### src/rtl/regfile_pkg.sv
// regfile_pkg: constants shared by the register file, its read ports and its interface.
//
// Optional build macro (used by regfile_read_port):
//   REGFILE_BYPASS_EN - same-cycle write-through bypass on every read port.
//
// Contents:
//   REG_DATA_W / REG_ADDR_W - default entry width and address width
//   REG_ZERO_ADDR           - hard-wired zero register
//   REG_NUM_RD              - default number of read ports
//   REG_INIT_ZERO / REG_INIT_INDEX - encodings for the INIT_INDEX parameter

package regfile_pkg;

  localparam int unsigned REG_DATA_W    = 32;
  localparam int unsigned REG_ADDR_W    = 5;
  localparam int unsigned REG_ZERO_ADDR = 0;
  localparam int unsigned REG_NUM_RD    = 2;

  // INIT_INDEX encodings: every entry resets to 0, or entry i resets to i.
  localparam int unsigned REG_INIT_ZERO  = 0;
  localparam int unsigned REG_INIT_INDEX = 1;

endpackage : regfile_pkg

### src/rtl/regfile_scoreboard_if.sv
// regfile_scoreboard_if: bundles the decode/writeback-facing signals of the register file.
//
// Signals:
//   rd_addr  [NUM_RD*ADDR_W] read addresses, port k at [k*ADDR_W +: ADDR_W]
//   rd_data  [NUM_RD*DATA_W] read data, port k at [k*DATA_W +: DATA_W]
//   rd_busy  [NUM_RD]        busy bit of the addressed register, per port
//   we / wr_addr / wr_data   writeback write port
//   rsv_en / rsv_addr        decode reserve of a destination register
//   busy_vec [DEPTH]         full scoreboard
// Modports:
//   master - pipeline side (drives addresses, writes, reserves)
//   slave  - register file side

interface regfile_scoreboard_if
  import regfile_pkg::*;
#(
  parameter int unsigned DATA_W = REG_DATA_W,
  parameter int unsigned ADDR_W = REG_ADDR_W,
  parameter int unsigned NUM_RD = REG_NUM_RD
);

  localparam int unsigned DEPTH = 2 ** ADDR_W;

  logic [NUM_RD*ADDR_W-1:0] rd_addr;
  logic [NUM_RD*DATA_W-1:0] rd_data;
  logic [NUM_RD-1:0]        rd_busy;
  logic                     we;
  logic [ADDR_W-1:0]        wr_addr;
  logic [DATA_W-1:0]        wr_data;
  logic                     rsv_en;
  logic [ADDR_W-1:0]        rsv_addr;
  logic [DEPTH-1:0]         busy_vec;

  modport master (
    output rd_addr,
    output we,
    output wr_addr,
    output wr_data,
    output rsv_en,
    output rsv_addr,
    input  rd_data,
    input  rd_busy,
    input  busy_vec
  );

  modport slave (
    input  rd_addr,
    input  we,
    input  wr_addr,
    input  wr_data,
    input  rsv_en,
    input  rsv_addr,
    output rd_data,
    output rd_busy,
    output busy_vec
  );

endinterface : regfile_scoreboard_if

### src/rtl/regfile_read_port.sv
// regfile_read_port: one combinational read port of the register file.
//
// Selects the addressed entry and its busy bit, forces register 0 to zero / not busy and,
// when built with REGFILE_BYPASS_EN, forwards a same-cycle writeback to this port.
//
// Ports:
//   rd_addr_i  read address
//   mem_i      whole register array (registered)
//   busy_i     whole scoreboard (registered)
//   we_i, wr_addr_i, wr_data_i  writeback in flight this cycle (bypass source)
//   rsv_en_i, rsv_addr_i        reserve in flight this cycle (bypass busy override)
//   rd_data_o  read data
//   rd_busy_o  busy bit of the addressed register

module regfile_read_port
  import regfile_pkg::*;
#(
  parameter int unsigned DATA_W = REG_DATA_W,
  parameter int unsigned ADDR_W = REG_ADDR_W
) (
  input  logic [ADDR_W-1:0]                   rd_addr_i,
  input  logic [2**ADDR_W-1:0][DATA_W-1:0]    mem_i,
  input  logic [2**ADDR_W-1:0]                busy_i,
  input  logic                                we_i,
  input  logic [ADDR_W-1:0]                   wr_addr_i,
  input  logic [DATA_W-1:0]                   wr_data_i,
  input  logic                                rsv_en_i,
  input  logic [ADDR_W-1:0]                   rsv_addr_i,
  output logic [DATA_W-1:0]                   rd_data_o,
  output logic                                rd_busy_o
);

  localparam logic [ADDR_W-1:0] ZeroAddr = ADDR_W'(REG_ZERO_ADDR);

  logic byp_hit;
  logic byp_busy;

`ifdef REGFILE_BYPASS_EN
  // A writeback to the address being read is forwarded; it also retires the producer unless
  // decode reserves the same register on this very edge.
  assign byp_hit  = we_i && (wr_addr_i == rd_addr_i);
  assign byp_busy = rsv_en_i && (rsv_addr_i == rd_addr_i);
`else
  assign byp_hit  = 1'b0;
  assign byp_busy = 1'b0;

  logic unused_byp;
  assign unused_byp = ^{we_i, wr_addr_i, wr_data_i, rsv_en_i, rsv_addr_i};
`endif

  always_comb begin
    rd_data_o = mem_i[rd_addr_i];
    rd_busy_o = busy_i[rd_addr_i];
    if (byp_hit) begin
      rd_data_o = wr_data_i;
      rd_busy_o = byp_busy;
    end
    // Register 0 wins over everything, including the bypass.
    if (rd_addr_i == ZeroAddr) begin
      rd_data_o = '0;
      rd_busy_o = 1'b0;
    end
  end

endmodule : regfile_read_port

### src/rtl/regfile_scoreboard.sv
// regfile_scoreboard: integer register file with a per-register busy scoreboard.
//
// DEPTH = 2**ADDR_W entries of DATA_W bits, NUM_RD combinational read ports, one write port.
// Decode reserves a destination (busy set); writeback writes it (busy cleared). Register 0 is
// hard-wired to zero and never busy. Optional macro REGFILE_BYPASS_EN enables a same-cycle
// write-through bypass in every read port.
//
// Ports:
//   clk  clock, all state updates on the rising edge
//   rst  synchronous active-high reset: array loads its INIT_INDEX values, busy bits clear
//   bus  regfile_scoreboard_if.slave: read ports, write port, reserve port, busy_vec

module regfile_scoreboard
  import regfile_pkg::*;
#(
  parameter int unsigned DATA_W     = REG_DATA_W,
  parameter int unsigned ADDR_W     = REG_ADDR_W,
  parameter int unsigned NUM_RD     = REG_NUM_RD,
  parameter int unsigned INIT_INDEX = REG_INIT_INDEX
) (
  input logic                 clk,
  input logic                 rst,
  regfile_scoreboard_if.slave bus
);

  localparam int unsigned       DEPTH    = 2 ** ADDR_W;
  localparam logic [ADDR_W-1:0] ZeroAddr = ADDR_W'(REG_ZERO_ADDR);

  logic [DEPTH-1:0][DATA_W-1:0] mem_q, mem_d, mem_rst;
  logic [DEPTH-1:0]             busy_q, busy_d;
  logic                         wr_ok, rsv_ok;

  // Reset image: entry i holds i (entry 0 is 0 either way) or everything is 0.
  always_comb begin
    for (int unsigned i = 0; i < DEPTH; i++) begin
      mem_rst[i] = (INIT_INDEX == REG_INIT_INDEX) ? DATA_W'(i) : '0;
    end
  end

  assign wr_ok  = bus.we && (bus.wr_addr != ZeroAddr);
  assign rsv_ok = bus.rsv_en && (bus.rsv_addr != ZeroAddr);

  // Write first, then reserve: on a same-address collision the new producer keeps the
  // register busy while the older producer's data still lands.
  always_comb begin
    mem_d  = mem_q;
    busy_d = busy_q;
    if (wr_ok) begin
      mem_d[bus.wr_addr]  = bus.wr_data;
      busy_d[bus.wr_addr] = 1'b0;
    end
    if (rsv_ok) begin
      busy_d[bus.rsv_addr] = 1'b1;
    end
  end

  always_ff @(posedge clk) begin
    if (rst) begin
      mem_q  <= mem_rst;
      busy_q <= '0;
    end else begin
      mem_q  <= mem_d;
      busy_q <= busy_d;
    end
  end

  assign bus.busy_vec = busy_q;

  for (genvar k = 0; k < NUM_RD; k++) begin : g_rd_port
    regfile_read_port #(
      .DATA_W (DATA_W),
      .ADDR_W (ADDR_W)
    ) u_rd_port (
      .rd_addr_i  (bus.rd_addr[k*ADDR_W +: ADDR_W]),
      .mem_i      (mem_q),
      .busy_i     (busy_q),
      .we_i       (bus.we),
      .wr_addr_i  (bus.wr_addr),
      .wr_data_i  (bus.wr_data),
      .rsv_en_i   (bus.rsv_en),
      .rsv_addr_i (bus.rsv_addr),
      .rd_data_o  (bus.rd_data[k*DATA_W +: DATA_W]),
      .rd_busy_o  (bus.rd_busy[k])
    );
  end

endmodule : regfile_scoreboard

### src/flat_wrapper.sv
// flat-port wrapper written by rule: the top's interface ports become plain ports
module regfile_scoreboard_flat import regfile_pkg::*;
#(
  parameter int unsigned DATA_W     = REG_DATA_W,
  parameter int unsigned ADDR_W     = REG_ADDR_W,
  parameter int unsigned NUM_RD     = REG_NUM_RD,
  parameter int unsigned INIT_INDEX = REG_INIT_INDEX
)
  (clk, rst, bus_rd_addr, bus_we, bus_wr_addr, bus_wr_data, bus_rsv_en, bus_rsv_addr, bus_rd_data, bus_rd_busy, bus_busy_vec);
  regfile_scoreboard_if #(.DATA_W(DATA_W), .ADDR_W(ADDR_W), .NUM_RD(NUM_RD)) bus_i ();
  input logic clk;
  input logic rst;
  input wire logic [$bits(bus_i.rd_addr)-1:0] bus_rd_addr;
  input wire logic [$bits(bus_i.we)-1:0] bus_we;
  input wire logic [$bits(bus_i.wr_addr)-1:0] bus_wr_addr;
  input wire logic [$bits(bus_i.wr_data)-1:0] bus_wr_data;
  input wire logic [$bits(bus_i.rsv_en)-1:0] bus_rsv_en;
  input wire logic [$bits(bus_i.rsv_addr)-1:0] bus_rsv_addr;
  output wire logic [$bits(bus_i.rd_data)-1:0] bus_rd_data;
  output wire logic [$bits(bus_i.rd_busy)-1:0] bus_rd_busy;
  output wire logic [$bits(bus_i.busy_vec)-1:0] bus_busy_vec;
  assign bus_i.rd_addr = bus_rd_addr;
  assign bus_i.we = bus_we;
  assign bus_i.wr_addr = bus_wr_addr;
  assign bus_i.wr_data = bus_wr_data;
  assign bus_i.rsv_en = bus_rsv_en;
  assign bus_i.rsv_addr = bus_rsv_addr;
  assign bus_rd_data = bus_i.rd_data;
  assign bus_rd_busy = bus_i.rd_busy;
  assign bus_busy_vec = bus_i.busy_vec;
  regfile_scoreboard #(.DATA_W(DATA_W), .ADDR_W(ADDR_W), .NUM_RD(NUM_RD), .INIT_INDEX(INIT_INDEX)) u_core (.clk(clk), .rst(rst), .bus(bus_i));
endmodule
### config.mk
export PLATFORM = sky130hd
export DESIGN_NAME = regfile_scoreboard_flat
export DESIGN_NICKNAME = d
export VERILOG_FILES = /design/src/rtl/regfile_pkg.sv /design/src/rtl/regfile_scoreboard_if.sv /design/src/rtl/regfile_read_port.sv /design/src/rtl/regfile_scoreboard.sv /design/src/flat_wrapper.sv
export SDC_FILE = /design/constraint.sdc
export NUM_CORES = 2
export LEC_CHECK = 0
export ABC_CLOCK_PERIOD_IN_PS = 2350
export CAP_MARGIN = 10
export CORE_MARGIN = 5
export CORE_UTILIZATION = 50
export DETAILED_ROUTE_END_ITERATION = 8
export PLACE_DENSITY = 0.67
export SYNTH_ARGS = -nofsm -noshare
export SYNTH_HDL_FRONTEND = slang
export SYNTH_SLANG_ARGS = --single-unit
export TNS_END_PERCENT = 1
### constraint.sdc
create_clock -name clk -period 2.35 [get_ports clk]
set_input_delay 0.235 -clock clk [delete_from_list [all_inputs] [get_ports clk]]
set_output_delay 0.235 -clock clk [all_outputs]
set_load 0.005 [all_outputs]
==> impl_metrics.ini <==
[clock_tree]
cts.sinks = 1056
cts_tree = done
clock_latency_ns = 0.72
clkTransAtPathRegs_ns = 0.06
htreeDepth = 3
clockBufferDepth = 3
ctsRootBufferMaster = clkbuf_16
cts_buffers = 110

[timing]
fmax_mhz = 374.0
setup_tns_ns = -12.24
worst_clock_skew_ns = 0
final-setup-viol-count = 66
slew_headroom_pct = 16.62
layout_setup_ws_ns = -0.3239
min_period_ns = 2.674
grt_setup_unrepaired = yes
slew_violations = 0
finalCritPeriodShare_pct = 113.8
hold_viol = 0
worst_pin_slew_ns = 1.246

[drt]
drtIter0Drc = 8033
vias = 52350
drcViolationCount = 0
via_per_inst = 6.747
drt-wirelength-per-cell_um = 29.60
wl_mm = 229.7
drtAntennaViolNets = 0
detail_route.first_pass.iterations = 8

[worst_setup_path]
path_class = reg -> out
rrSetupSlack_ns = 1.49
r2r-start = u_core.bus.busy_vec[25]
crit_path_start_kind = flip-flop
worstSetupEndpointType = output port
critPathMaxFanout = 2
crit_arrival_ns = 2.44
timing.rr.end = u_core.bus.busy_vec[25]
r2r_cells = 3
crit_required_ns = 2.12

[grt]
grt-ovfl-total = 0
grt_pass1_vias = 49950
grt_max_degree = 117
grt_pass1_wl_mm = 332.9
track_usage_pct = 38.30
antenna_found_initial = 7

[status]
outcome = finished, violations left
violations = setup timing

[placed_design]
placed_cells = 7567
port_buffers = 153
hpwl_mm = 150.1
place.gp.congestion = 0.9551

[power_and_ir_drop]
power.density_mw_per_mm2 = 633.0
power_leakage_nw = 23.09
p_comb_share_pct = 11.1
internal_power_mw = 31.22
peakVddDrop_v = 0.0006611
seqPwrFrac_pct = 43.1
switching_share_pct = 25.81
p_clk_share_pct = 45.8
switchingPower_mw = 10.86

[synth]
avgSynthCellArea_um2 = 8.975
ys_seq_elements = 1056
yosys_warnings = 0
synth.distinct_cells = 51
synth_cells = 6025
syn_nets = 6081
syn_area_mm2 = 0.05407
seq_area_frac_synth_pct = 39.09

[layout]
num-nets-final = 6312
final_cell_mix = nand2_1, dfxtp_1, a21oi_1, mux4_2, buf_4
drive_gt1_share_pct = 27.29
final_common_cell = nand2_1
final_cells = 7759
area_growth_pct = 22.92

[hold_path]
hold_end = u_core.mem_q[492]
hold_depth = 4
hold_class = in -> reg
hold_start = bus_wr_data[12]

[floorplan]
die_height_um = 338.9
initial_utilization_pct = 50.44
rows = 120
fp.dieW_um = 338.9
pin_count = 154
core_mm2 = 0.1072
die_area_mm2 = 0.1148

[run]
maxCapViolations = 0
flip-flops by register name, summed over array words and instances (netlist names):
register / cells
u_core.mem_q: 1024
u_core.bus.busy_vec: 32
power by group through the flow:
stage	clock network, mW	logic (mW)	registers, mW
final	19.3	4.65	18.2
after global routing	20.0	4.75	18.2
after CTS	19.2	4.48	18.1
after detailed placement	0	4.39	18.5
after global placement	0	4.36	18.5
after floorplan	0	2.23	18.5
logic make-up after synthesis:
kind of cell	Yosys count	share of synthesized area [%]
simple gates	2351	17.80
buf+inv	638	5.893
flops	1056	39.09
compound gates	1320	13.94
mux	660	23.27
worst max path at each step:
stage | from | end | slack [ns] | cells after the start
global placement | bus_rd_addr[6] | bus_rd_busy[1] | -0.75 | 9
global route | u_core.mem_q[32] | bus_rd_data[32] | -0.34 | 6
detailed placement | bus_rd_addr[6] | bus_rd_busy[1] | -0.71 | 9
finish | u_core.mem_q[32] | bus_rd_data[32] | -0.32 | 6
floorplan | bus_rd_addr[0] | bus_rd_busy[0] | 0.48 | 7
CTS | u_core.mem_q[484] | bus_rd_data[4] | -0.31 | 7
metrics by stage:
step / instance area, um2 / setup slack [ns] / total power, mW / utilization [%] / hold WS [ns]
2_1_floorplan: 54070 / 0.4809 / 20.73 / - / 0.3710
3_3_place_gp: 61460 / -0.7521 / 22.90 / 57.33 / 0.4490
3_5_place_dp: 61460 / -0.7116 / 22.93 / 57.33 / 0.4553
4_1_cts: 66290 / -0.3112 / 41.87 / 61.83 / 0.2906
5_1_grt: 66450 / -0.3425 / 42.92 / 61.99 / 0.3734
6_report: 66470 / -0.3239 / 42.08 / 62.00 / 0.3546
metal layers:
metal | track usage (%) | share of wire [%] | vias to the layer above
li1 | - | - | 21670
met1 | 48.10 | 35 | 25160
met2 | 56.85 | 43 | 4381
met3 | 10.57 | 14 | 1136
met4 | 27.75 | 9.0 | 4
met5 | 0 | 0.014 | -
critical path, cell delays in order (launching register included):
cell and delay [ns]:
dfxtp_2 0.34, buf_4 0.14, mux4_2 0.46, mux2_2 0.31, o21ai_4 0.15, a311oi_4 0.09
buf_2 0.23
cell type report:
| class | count | area, um2 |
|---|---|---|
| diodes | 6 | 15.01 |
| clock buffers | 155 | 3193 |
| clock inverters | 51 | 767.0 |
| fillers | 8590 | 40740 |
| inverters | 2 | 12.51 |
| multi-input cells | 4331 | 31330 |
| flip-flops and latches | 1056 | 21230 |
| well taps | 1403 | 1755 |
| repair buffers | 755 | 8170 |
repair_timing:
action / 4_1_cts / 5_1_grt
hold buffers: 1 / 0
setup buffers: 2 / 0
resized for setup: 563 / 88
endpoints found under the setup margin: 66 / 66
cloned: 1 / 0
hold endpoints to repair: 22 / 0
pin swaps: 69 / 27
synth_stat cells (all sizes together):
library cell	n	share of area (%)
nor2b	107	1.2
and2	20	0.23
nand4	1	0.012
o21ai	113	1.1
inv	2	0.014
dlygate4sd1	1	0.016
nor3b	2	0.028
or2	2	0.023
a311oi	66	1.1
mux2	66	1.4
a211oi	66	0.92
buf	269	3.3
a32oi	5	0.081
a21oi	912	8.4
and4	1	0.016
nand4b	3	0.049
nor3	6	0.093
nand2	2057	14
and4b	3	0.056
nor4b	1	0.044
nor2	56	0.43
dfxtp	1056	39
a221oi	47	0.77
clkbuf	366	2.6
and3	1	0.012
mux4	462	19
a22oi	91	1.3
mux2i	132	2.4
and3b	1	0.016
nand2b	5	0.058
and4bb	3	0.069
o2111ai	19	0.31
nand3b	80	1.1
or4	2	0.042
a2bb2oi	1	0.016
Note: power is estimated with default switching activity, not from simulation.
